`config.mk`:
```
export PLATFORM = sky130hd
export DESIGN_NAME = wb_mux_pipe
export DESIGN_NICKNAME = d
export VERILOG_FILES = /design/src/rtl/wb_mux_pipe.sv
export SDC_FILE = /design/constraint.sdc
export NUM_CORES = 1
export LEC_CHECK = 0
export BUFFER_PORTS_ARGS = -buffer_cell sky130_fd_sc_hd__buf_2
export CORE_MARGIN = 1
export CORE_UTILIZATION = 45
export DETAILED_ROUTE_END_ITERATION = 8
export PLACE_DENSITY_LB_ADDON = 0.2
export SETUP_SLACK_MARGIN = 0.15
export SLEW_MARGIN = 20
export SYNTH_ARGS = -nofsm -noshare
export SYNTH_HDL_FRONTEND = slang
export SYNTH_SLANG_ARGS = --single-unit
```
`constraint.sdc`:
```
create_clock -name clk_i -period 2.7 [get_ports clk_i]
set_input_delay 0.135 -clock clk_i [delete_from_list [all_inputs] [get_ports clk_i]]
set_output_delay 0.135 -clock clk_i [all_outputs]
set_load 0.02 [all_outputs]
```
`src/rtl/wb_mux_pipe.sv`:
```
// Write-back stage: selects one of NSRC sources, aligns/extends load data, and holds the result
// in a single valid/ready pipeline register that also counts retired register writes.
module wb_mux_pipe #(
  parameter int unsigned WIDTH   = 32,
  parameter int unsigned NSRC    = 4,
  parameter int unsigned SELW    = 2,
  parameter int unsigned MEM_SRC = 1,
  parameter int unsigned REGW    = 5
) (
  input  logic                  clk_i,
  input  logic                  rst_i,
  input  logic                  in_valid_i,
  output logic                  in_ready_o,
  input  logic [SELW-1:0]       in_sel_i,
  input  logic [NSRC*WIDTH-1:0] src_data_i,
  input  logic [1:0]            ld_size_i,
  input  logic                  ld_signed_i,
  input  logic [1:0]            byte_off_i,
  input  logic [REGW-1:0]       rd_addr_i,
  input  logic                  reg_write_i,
  input  logic                  flush_i,
  output logic                  wb_valid_o,
  input  logic                  wb_ready_i,
  output logic [WIDTH-1:0]      wb_data_o,
  output logic [REGW-1:0]       wb_addr_o,
  output logic                  wb_en_o,
  output logic [31:0]           wb_count_o
);

  logic [WIDTH-1:0] sel_val, res;
  logic [7:0]       ld_byte;
  logic [15:0]      ld_half;

  logic             valid_q, valid_d;
  logic [WIDTH-1:0] data_q, data_d;
  logic [REGW-1:0]  addr_q, addr_d;
  logic             we_q, we_d;
  logic [31:0]      count_q, count_d;
  logic             accept, retire;

  // Out-of-range selects fall through to zero.
  always_comb begin
    sel_val = '0;
    for (int unsigned k = 0; k < NSRC; k++) begin
      if (in_sel_i == SELW'(k)) sel_val = src_data_i[k*WIDTH +: WIDTH];
    end
  end

  assign ld_byte = sel_val[{byte_off_i, 3'b000} +: 8];
  assign ld_half = sel_val[{byte_off_i[1], 4'b0000} +: 16];

  always_comb begin
    res = sel_val;
    if (in_sel_i == SELW'(MEM_SRC)) begin
      case (ld_size_i)
        2'b00:   res = {{(WIDTH-8){ld_signed_i & ld_byte[7]}}, ld_byte};
        2'b01:   res = {{(WIDTH-16){ld_signed_i & ld_half[15]}}, ld_half};
        default: res = sel_val;
      endcase
    end
  end

  assign in_ready_o = !valid_q || wb_ready_i;
  assign accept     = in_valid_i && in_ready_o;
  assign retire     = valid_q && wb_ready_i;

  assign wb_valid_o = valid_q;
  assign wb_data_o  = data_q;
  assign wb_addr_o  = addr_q;
  assign wb_en_o    = valid_q && we_q && (addr_q != '0);
  assign wb_count_o = count_q;

  // Flush kills both the held beat and any beat offered alongside it, without counting.
  always_comb begin
    valid_d = valid_q;
    data_d  = data_q;
    addr_d  = addr_q;
    we_d    = we_q;
    count_d = count_q;
    if (flush_i) begin
      valid_d = 1'b0;
    end else begin
      if (retire && wb_en_o) count_d = count_q + 32'd1;
      if (accept) begin
        valid_d = 1'b1;
        data_d  = res;
        addr_d  = rd_addr_i;
        we_d    = reg_write_i;
      end else if (retire) begin
        valid_d = 1'b0;
      end
    end
  end

  always_ff @(posedge clk_i or posedge rst_i) begin
    if (rst_i) begin
      valid_q <= 1'b0;
      data_q  <= '0;
      addr_q  <= '0;
      we_q    <= 1'b0;
      count_q <= '0;
    end else begin
      valid_q <= valid_d;
      data_q  <= data_d;
      addr_q  <= addr_d;
      we_q    <= we_d;
      count_q <= count_d;
    end
  end

endmodule

```
### Yosys cells after proc, flatten, opt, wreduce, memory -nomap -nowiden

Index checks and enable logic that the tools add are counted.
W data, S select, Z words.

* flip-flop bits (word level): 71
* input port bits: 146
* output and inout bits: 72
* logic and storage cells: 37

* add/subtract/negate cells: 1
* equal/unequal tests: 4
* shift-type cells: 2
* muxes and demuxes: 9
* bitwise gates (word level): 3
* reduce and logical (&&, ||, !) cells: 13

Operators by type and width (count)
* $mux W32: 5
* $pmux W32 S2: 1
* $add A32 B1 Y32 const B: 1
* $shiftx A32 B6 Y16: 1
* $shiftx A32 B6 Y8: 1
* $logic_and A1 B1 Y1: 5
* $reduce_bool A5 Y1: 1
* $eq A2 B1 Y1 const B: 2
* $eq A2 B2 Y1 const B: 2
* $logic_not A2 Y1: 2
* $reduce_and A2 Y1: 2
* $mux W1: 3
* $reduce_bool A3 Y1: 1
* $and A1 B1 Y1: 2
* $logic_not A1 Y1: 1
* $logic_or A1 B1 Y1: 1
* $not A1 Y1: 1

### Depth between registers and ports, before layout

Gate-level depths: netlist of run 1.

* depth after elaboration: 9
* depth in mapped cells: 9
* gate-level depth less buffers: 6

### Least setup slack after synthesis of run 1

No wires, ideal clock.

* path kind: register to register
* start: register addr_q[0] (netlist: wb_addr_o[0])
* end: register count_q[5] (netlist: wb_count_o[5])
* arrival: 1.638 ns
* path slack: 0.929 ns
* stages on the path, launching flop included: 7
* path buffers: 1
* clock period less this slack: 1.771 ns
* cell sequence: dfrtp_1 > nor4_1 > a211oi_1 > and2_1 > buf_2 > and3_1 > xor2_1

* word-level cells in the longest chain between the ends: 4

Ends and longest elaborated chain
* start: declaration: RTL line 36 `logic [REGW-1:0] addr_q, addr_d;`
* start signal: assignment: RTL line 105 `addr_q <= addr_d;`
* $reduce_bool A5 Y1: RTL line 70 `assign wb_en_o = valid_q && we_q && (addr_q != '0);`
* $logic_and A1 B1 Y1: RTL line 70
* $logic_and A1 B1 Y1: RTL line 83 `if (retire && wb_en_o) count_d = count_q + 32'd1;`
* $reduce_and A2 Y1 (no line)
* end signal: assignment: RTL line 107 `count_q <= count_d;`
* end: declaration: RTL line 38 `logic [31:0] count_q, count_d;`

No other way between the ends.
A chain may end at the register's enable or synchronous reset.

### Worst setup path after layout of run 1

* start: register count_q[7] (netlist: wb_count_o[7])
* end: register count_q[26] (netlist: wb_count_o[26])

* word-level cells in the longest chain between the ends: 1

Ends and longest elaborated chain (RTL line)
* $add A32 B1 Y32: 83

No other way between the ends.

==> run metrics, run 1 <==
FMAX approximately 500 MHz; RSZ-0062 raised after global routing false; Detailed Route WL between 10000 and 15000 um; Total Routing Usage GR between 20% and 30%; Slew headroom approximately 38%; Pwr Density 524 nW/um^2; Setup-failing EPs final 0; syn nets 608; Top delay family on crit path simple AND/OR/NAND/NOR gates; P_int around 0.0021 W; Mapped Cells roughly 460; Startpoint Class flip-flop; Synth Flop Type dfrtp_1; Cell Chain, Critical Path nand4_1 -> nor3_1 -> and2_0 -> nor3b_1 -> xor2_1; Rows 36; TritonCTS buffer count 9; EDFF count, synth 0; GP Congestion roughly 0.89; clk sinks between 70 and 80; Leak Pwr between 3 and 4 nW; initial antenna violation count 0; hold endpoint wb_valid_o$_DFFE_PP0P_; Seq cells post-synth 71; remaining global-route overflow 0; First-pass DRT Iterations 5; Mean Syn Cell Area ~10 um^2; CTS Root Cell clkbuf_8; DR vias between 4000 and 5000; clock-pin slew on the worst setup and hold paths around 0.080 ns; Post-DRT Antenna Nets 0; first-pass GRT wire length 22100 um; slowest library cell on the worst path nor3_1; FF-to-FF End wb_count_o[26]$_DFFE_PP0P_; crit-path max FO 6; CTS tree yes; fin crit share about three quarters; Slew @ Worst Pin roughly 0.9 ns; Sw Ratio around a third; hold wc startpoint flush_i; Yosys Warn Count 0; busiest grt layer met2; area share of the largest cell type after synthesis a little under two fifths; H-Tree Depth 3; final hold violation count 0; via/cell ratio roughly 5.6; GRT met3 Usage 4.03%; Buf+Inv Stages, Crit Path 0; Ports about 220; Worst Reg2Reg Path Length in Cells 5; die height slightly above 100 um; Die ar. about 11000 um^2; Worst Slack Setup Final ~0.7 ns; Worst Path Class, Setup flip-flop to flip-flop; GRT met2 Usage 47.0%; Area growth syn-to-layout 32.2%; ANT cells 0; I/O Buffers 217; largest net degree at the start of global routing 45; placed insts between 700 and 800; share of cells above drive strength 1 roughly two fifths; die span in x roughly 100 um; Layout Cells excl Fill about 800; post-synth design cell area between 4000 and 5000 um^2; FF-to-FF Start wb_count_o[7]$_DFFE_PP0P_; drt wl/cell about 17 um; crit path DAT 2.27 ns; combinational share of power roughly 30%; drt drc 0; setup_tns 0 ns; fin util between 60% and 70%; Skew-Pair Late Insertion Delay approximately 0.35 ns; Clock power frac between 30 and 40%; post-synth cell types 54; Synth area leaders dfrtp_1, mux4_2, mux2i_1, nand2_1, xnor2_1; total core area about 10000 um^2; Post-synth ARST share 100%; Tot Pwr between 0.003 and 0.004 W; setup bufs post-CTS 0; Crit. End Element flip-flop; Critical Path Max Stage Delay about 0.48 ns; Req. time, crit path between 2 and 3 ns; Period minus WS final ~2 ns; Max VDD drop between 200 and 250 uV; Psw 0.00107 W; vias in the first global route 4552; flop2flop setup slack 0.70 ns; initial core utilization between 40% and 50%; hold depth 2; status finished clean; Setup WS pre-CTS 0.567 ns; deepest clock path buffer count 2; met1 Use GR about a third; Reg power frac 40.3%; DRT iter0 DRCs approximately 280; worst hold path class input pin to flip-flop; Final Net Count approximately 830; Seq/Total Area, Yosys about two fifths; final slew viol count 0; Max-cap violations 0; clock skew around 0.012 ns; post-DP HPWL 11200 um; cell accounting for the most synthesized area dfrtp_1
synth_stat cells (2+ instances only):
master and instances:
dfrtp_1 71, nand2_1 51, a21oi_1 34, nor2_1 28
mux2i_1 27, mux4_2 21, xnor2_1 20, o22ai_1 17
nand3_1 16, and2_1 12, inv_1 12, xor2_1 11
a221oi_1 10, a22oi_1 9, mux2_2 9, nand4_1 9
nor2b_1 9, and3_1 8, buf_2 7, clkbuf_1 7
a211oi_1 6, a21boi_0 5, buf_4 5, o21ai_0 5
o2bb2ai_1 5, a31oi_1 4, buf_6 4, nand2b_1 4
nor3_1 4, and4_1 3, a221o_1 2, nand3b_1 2
nor3b_1 2, o21ai_1 2
worst reg2reg max path, stage by stage, from the launching register on:
cell,delay [ns]
dfrtp_1,0.46
nand4_1,0.13
nor3_1,0.48
and2_0,0.36
nor3b_1,0.31
xor2_1,0.18
flip-flops by register name, summed over array words and instances, names as in the netlist:
| register | count |
|---|---|
| wb_data_o | 32 |
| wb_valid_o | 1 |
| wb_addr_o | 5 |
| we_q | 1 |
| wb_count_o | 32 |
cell families after synthesis:
group,after synthesis,synth area share (%)
compound gates,107,15.6
xor+xnor,31,5.86
fa+ha+maj,1,0.270
buf+inv,36,4.16
flops,71,38.3
mux,57,18.2
simple gates,158,17.5
per-layer routing:
layer | vias up | routed length (um)
met4 | 0 | 499
met5 | - | 0
li1 | 2153 | -
met2 | 214 | 7190
met3 | 41 | 866
met1 | 2212 | 5710
per-stage QoR:
| stage | area, um^2 | hold WS [ns] |
|---|---|---|
| after floorplan | 4630 | 0.201 |
| after detailed placement | 5830 | 0.146 |
| final | 6120 | 0.0396 |
| after CTS | 6120 | 0.0224 |
| after global routing | 6120 | 0.0350 |
| after global placement | 5830 | 0.139 |
timing repair:
action,in CTS,in global routing
hold endpoints to repair,23,0
gates resized for setup,0,0
hold buffers,7,0
cells in the final DEF, fill, tap and decap left out, types with 11 or more instances in the layout:
| cell | n |
|---|---|
| nand2_1 | 51 |
| xnor2_1 | 20 |
| a21oi_1 | 34 |
| o22ai_1 | 17 |
| mux4_2 | 21 |
| and2_1 | 12 |
| nor2_1 | 28 |
| nand3_1 | 16 |
| inv_1 | 11 |
| xor2_1 | 11 |
| mux2i_1 | 27 |
| dfrtp_1 | 71 |
| buf_2 | 217 |
how the worst max path moves through the flow:
stage | from | to | slack, ns | cells past startpoint
2_1_floorplan | rst_i | wb_addr_o[0]$_DFFE_PP0P_ | 0.77 | 1
3_3_place_gp | in_sel_i[1] | wb_data_o[11]$_DFFE_PP0P_ | 0.68 | 7
3_5_place_dp | in_sel_i[1] | wb_data_o[14]$_DFFE_PP0P_ | 0.57 | 7
4_1_cts | wb_count_o[7]$_DFFE_PP0P_ | wb_count_o[26]$_DFFE_PP0P_ | 0.66 | 5
5_1_grt | wb_count_o[3]$_DFFE_PP0P_ | wb_count_o[20]$_DFFE_PP0P_ | 0.46 | 5
6_report | wb_count_o[7]$_DFFE_PP0P_ | wb_count_o[26]$_DFFE_PP0P_ | 0.70 | 5
power groups by stage:
| stage | logic [W] | clock network [W] | registers, W |
|---|---|---|---|
| global route | 0.00103 | 0.00102 | 0.00131 |
| floorplan | 0.000420 | 0 | 0.00145 |
| global placement | 0.000922 | 0 | 0.00131 |
| CTS | 0.000950 | 0.000976 | 0.00129 |
| finish | 0.000948 | 0.000966 | 0.00129 |
| detailed placement | 0.000940 | 0 | 0.00131 |
cell type report:
cell class                 count  area, um^2
fill                         858        3740
multi-input combinational    354        2670
sequential                    71        1780
timing repair buffer         234        1240
tap                          133         166
clock buffer                  11         141
clock inverter                 5        81.3
inverter                      12        45.0
Power figures use the tool's default switching activity.
==> run 2, diff against run 1 <==
--- a/config.mk
+++ b/config.mk
@@ -7,7 +7,7 @@
 export LEC_CHECK = 0
 export BUFFER_PORTS_ARGS = -buffer_cell sky130_fd_sc_hd__buf_2
 export CORE_MARGIN = 1
-export CORE_UTILIZATION = 45
+export CORE_UTILIZATION = 43
 export DETAILED_ROUTE_END_ITERATION = 8
 export PLACE_DENSITY_LB_ADDON = 0.2
 export SETUP_SLACK_MARGIN = 0.15
==> constraint.sdc (replaced) <==
create_clock -name clk_i -period 1.8 [get_ports clk_i]
set_input_delay 0.09 -clock clk_i [delete_from_list [all_inputs] [get_ports clk_i]]
set_output_delay 0.09 -clock clk_i [all_outputs]
set_load 0.02 [all_outputs]
==> run 2 against run 1 <==
Net effect: critical path depth increased by 1; sequential power increased by 50%; clock power increased by 40%; via count increased by 3.9%; cell area increased by 7.7%; cell count increased by 4.8%; core utilization increased by 1.5 points; register-to-register slack got worse by 0.58 ns; first-iteration DRC count increased by 11%; combinational power increased by 71%; worst setup slack got worse by 0.58 ns; hold slack improved by 0.013 ns; critical path type unchanged; critical endpoint is now wb_count_o[20]$_DFFE_PP0P_.
==> run metrics, run 2 (synthesized netlist as in run 1, its figures left out) <==
Total Routing Usage GR around 28%; Pwr Density 744 nW/um^2; ANT cells 0; Setup-failing EPs final 0; GP Congestion roughly 0.88; Leak Pwr around 3.2 nW; Worst Slack Setup Final 0.127 ns; Ports approximately 220; RSZ-0062 raised after global routing true; Slew @ Worst Pin 0.853 ns; vias in the first global route roughly 4700; fin crit share a little over 90%; flop2flop setup slack 0.13 ns; crit-path max FO 6; Area growth syn-to-layout 42.3%; clock-pin slew on the worst setup and hold paths approximately 0.08 ns; Startpoint Class flip-flop; Min Hold Slack approximately 0.053 ns; Period minus WS final around 1.7 ns; Final Net Count just under 900; Slew headroom between 40% and 50%; CTS Root Cell clkbuf_8; initial core utilization between 40% and 50%; Die ar. 11200 um^2; fillers roughly 900; total core area ~10000 um^2; Worst Path Class, Setup flip-flop to flip-flop; final slew viol count 0; I/O Buffers 217; Max-cap violations 0; final hold violation count 0; share of cells above drive strength 1 a little under half; drt drc 0; TritonCTS buffer count 9; worst hold path class input pin to flip-flop; largest net degree at the start of global routing just over 70; clk sinks 71; Rows 37; Crit. End Element flip-flop; Skew-Pair Late Insertion Delay roughly 0.35 ns; most common cell after layout, fill and taps aside buf_2; First-pass DRT Iterations 5; FMAX approximately 600 MHz; drt wl/cell ~18 um; Req. time, crit path between 2 and 2.5 ns; status finished clean; H-Tree Depth 3; initial antenna violation count 0; setup_tns 0 ns; Detailed Route WL about 15000 um; crit path DAT around 1.9 ns; commonest cells after routing, fill and taps aside buf_2, dfrtp_1, nand2_1; Post-DRT Antenna Nets 0; deepest clock path buffer count 2; first-pass GRT wire length around 24000 um; Tot Pwr ~0.005 W; CTS tree yes; DRT iter0 DRCs just over 300; clock skew 0.0110 ns; via/cell ratio 5.59; die span in x about 110 um; post-DP HPWL approximately 12000 um; die height between 100 and 150 um; Setup WS pre-CTS approximately 0.0017 ns; remaining global-route overflow 0; fin util 63.6%; DR vias 4802; Max VDD drop roughly 490 uV
==> run 2: layout make-up <==
| cell class | count | area (um^2) | share of cell area, % |
|---|---|---|---|
| clock buffer | 11 | 151 | 2.30 |
| clock inverter | 5 | 56.3 | 0.854 |
| inverter | 12 | 48.8 | 0.740 |
| multi-input combinational | 354 | 2800 | 42.4 |
| sequential | 71 | 1790 | 27.1 |
| tap | 136 | 170 | 2.58 |
| timing repair buffer | 270 | 1580 | 24.0 |
==> run 2: routing by layer <==
layer	track usage (%)	part of all wire, %	vias up
li1	-	-	2228
met1	33.4	39	2317
met2	48.7	51	224
met3	4.70	6.5	33
met4	10.7	2.9	0
met5	0	0	-
==> run 2: through the flow <==
step / std cells / cell area (um^2)
after detailed placement: 819 / 6050
after floorplan: 461 / 4690
final: 859 / 6590
after global placement: 819 / 6050
after global routing: 859 / 6590
after CTS: 852 / 6460
==> run 2: timing repair <==
action	in CTS	in global routing
gates resized for setup	18	23
hold buffers	9	0
setup endpoints to repair	32	46
buffers inserted	8	6
endpoints found under the hold margin	78	0
pin swaps	6	7
gates cloned	0	1
==> run 2: final timing paths <==
path | startpoint | endpoint | depth (start not counted)
hold / removal | src_data_i[59] | wb_data_o[3]$_DFFE_PP0P_ | 3
setup / recovery | wb_count_o[1]$_DFFE_PP0P_ | wb_count_o[20]$_DFFE_PP0P_ | 6
setup reg to reg | wb_count_o[1]$_DFFE_PP0P_ | wb_count_o[20]$_DFFE_PP0P_ | 6
hold reg to reg | wb_count_o[31]$_DFFE_PP0P_ | wb_count_o[31]$_DFFE_PP0P_ | 1
max in group asynchronous | rst_i | wb_count_o[14]$_DFFE_PP0P_ | 4
min in group asynchronous | rst_i | wb_count_o[5]$_DFFE_PP0P_ | 4
==> run 2: where the power goes <==
| part | total [W] | internal, W | switching [W] |
|---|---|---|---|
| logic | 0.00162 | 0.000715 | 0.000906 |
| clock network | 0.00135 | 0.000714 | 0.000640 |
| registers | 0.00193 | 0.00179 | 0.000141 |
| total | 0.00491 | 0.00322 | 0.00169 |
==> run 2: critical path, stage by stage (launching register included) <==
cell	delay, ns
dfrtp_1	0.40
ha_4	0.15
nand4b_1	0.14
a211o_4	0.38
nor2b_4	0.20
nand4_1	0.14
xnor2_1	0.16
==> run 3, diff against run 2 <==
--- a/config.mk
+++ b/config.mk
@@ -10,7 +10,7 @@
 export CORE_UTILIZATION = 43
 export DETAILED_ROUTE_END_ITERATION = 8
 export PLACE_DENSITY_LB_ADDON = 0.2
-export SETUP_SLACK_MARGIN = 0.15
+export SETUP_SLACK_MARGIN = 0.3
 export SLEW_MARGIN = 20
 export SYNTH_ARGS = -nofsm -noshare
 export SYNTH_HDL_FRONTEND = slang
==> run 3 against run 2 <==
Net effect: clock power grew 7%; die area is the same; global-route usage grew 0.15 points; worst setup slack lost 0.053 ns; hold slack lost 0.038 ns; register-to-register slack lost 0.05 ns; count of clock-buffer cells in the layout shrank 1; core utilization grew 8.1 points; via count grew 4.2%; sequential power is essentially flat; critical endpoint is now wb_data_o[27]$_DFFE_PP0P_; largest cell class unchanged; highest routed layer unchanged.
==> run metrics, run 3 (synthesized netlist as in run 1, its figures left out) <==
status finished clean; remaining global-route overflow 0; Worst Reg2Reg Path Length in Cells 7; Die ar. around 11000 um^2; Top delay family on crit path compound AO/OA/AOI/OAI gates; slowest library cell on the worst path dfrtp_2; drt drc 0; Crit. End Element flip-flop; Final Net Count about 900; total core area approximately 10000 um^2; Slew headroom 49.1%; share of cells above drive strength 1 between 50% and 60%; Total Routing Usage GR roughly 28%; Leak Pwr 3.54 nW; Slew @ Worst Pin 0.760 ns; die span in x ~110 um; fin util approximately 70%; Pwr Density just over 700 nW/um^2; Tot Pwr ~0.0053 W; largest net degree at the start of global routing 33; Psw 0.00184 W; commonest cells after routing, fill and taps aside buf_2, buf_4, dfrtp_1; DP Area 6150 um^2; first-pass GRT wire length between 20000 and 25000 um; crit-path max FO 8; setup_tns 0 ns; Worst Slack Setup Final ~0.075 ns; Setup-failing EPs final 0; ANT cells 0; Ports around 220; Area growth syn-to-layout 60.5%; Period minus WS final 1.73 ns; GP Congestion slightly below 0.9; fillers between 700 and 800; Worst Path Class, Setup flip-flop to flip-flop; I/O Buffers ~220; fin crit share a little over nine tenths; Clock power frac between 20 and 30%; Buf+Inv Stages, Crit Path 2; TritonCTS buffer count 9; combinational share of power 35.3%; Sw Ratio a little over a third; Reg power frac between 30 and 40%; H-Tree Depth 3; Design Area, Final 7440 um^2; Skew-Pair Late Insertion Delay 0.35 ns; vias in the first global route slightly above 5000; clock-pin slew on the worst setup and hold paths 0.07 ns; Rows 37; via/cell ratio between 5 and 6; Detailed Route WL between 15000 and 20000 um; RSZ-0062 raised after global routing true; crit path DAT ~2.0 ns; final hold violation count 0; Req. time, crit path between 2 and 2.5 ns; CTS tree yes; drt wl/cell around 19 um; CTS Root Cell clkbuf_8; P_int 0.00343 W; Cell Chain, Critical Path nor2b_4 -> nor3b_4 -> buf_12 -> buf_16 -> nor2_1 -> a21oi_1 -> a21boi_2; initial core utilization roughly 45%; Startpoint Class flip-flop; Post-DRT Antenna Nets 0; Max-cap violations 0; Critical Path Max Stage Delay 0.43 ns; clock skew ~0.011 ns; post-DP HPWL 11800 um; DR vias roughly 5000; final slew viol count 0; deepest clock path buffer count 2; First-pass DRT Iterations 5; most common cell after layout, fill and taps aside buf_2; CP Depth 7; initial antenna violation count 0; die height roughly 110 um; hold depth 2; Max VDD drop 383 uV; Setup WS pre-CTS between 0.01 and 0.015 ns; FMAX 580 MHz; clk sinks between 70 and 80; DRT iter0 DRCs between 300 and 400; worst hold path class input pin to flip-flop
run 3: changes by cell type in the layout (fill, tap and decap cells not counted), moves of 5 or more:
cell      previous run  this run
o22ai_2              1        11
nand2_1             49        44
a21oi_1             33        19
o22ai_1             16         5
a221oi_2             0         7
a21oi_2              2        15
nand3_1             14         9
dfrtp_1             61        53
dfrtp_2             10        18
buf_4               34        57
a221oi_1            10         1
run 3: path summary, 6_finish.rpt:
path                                                  from                    endpoint  slack [ns]
worst max-delay path                wb_valid_o$_DFFE_PP0P_   wb_data_o[27]$_DFFE_PP0P_        0.07
worst max register to register      wb_valid_o$_DFFE_PP0P_   wb_data_o[27]$_DFFE_PP0P_        0.07
min in group asynchronous                            rst_i  wb_count_o[13]$_DFFE_PP0P_        0.28
worst min register to register  wb_count_o[31]$_DFFE_PP0P_  wb_count_o[31]$_DFFE_PP0P_        0.48
max in group asynchronous                            rst_i  wb_count_o[16]$_DFFE_PP0P_        0.99
worst min-delay path                               flush_i      wb_valid_o$_DFFE_PP0P_        0.01
run 3: final cells by class:
type / instances / area, um^2 / area share, %
clock inverters: 6 / 92.6 / 1.24
multi-input cells: 355 / 3210 / 43.1
inverters: 12 / 48.8 / 0.656
clock buffers: 10 / 128 / 1.72
flip-flops and latches: 71 / 1800 / 24.2
repair buffers: 305 / 1990 / 26.8
well taps: 136 / 170 / 2.29
run 3: what timing repair did:
item	4_1_cts	5_1_grt
endpoints found under the hold margin	23	0
endpoints found under the setup margin	54	62
cloned	2	3
pin swaps	24	32
buffers inserted	21	23
gates resized for setup	39	76
hold buffers	8	0
run 3: per-stage QoR:
step | hold WS, ns | std cells
after global placement | 0.115 | 822
after floorplan | 0.153 | 461
after global routing | 0.0142 | 895
final | 0.0143 | 895
after CTS | 0.00238 | 869
after detailed placement | 0.113 | 822
run 3: metal layers:
| layer | share of wire [%] | track usage (%) | vias up |
|---|---|---|---|
| met2 | 54 | 51.6 | 238 |
| li1 | - | - | 2311 |
| met4 | 3.5 | 10.7 | 0 |
| met1 | 37 | 31.7 | 2408 |
| met5 | 0 | 0 | - |
| met3 | 5.3 | 4.14 | 48 |
run 3: power groups by stage:
stage                     sequential (W)  combinational, W  clock (W)
final                            0.00196           0.00186    0.00145
after detailed placement         0.00198           0.00150          0
after floorplan                  0.00219          0.000673          0
after global placement           0.00197           0.00147          0
after CTS                        0.00195           0.00165    0.00146
after global routing             0.00198           0.00198    0.00154
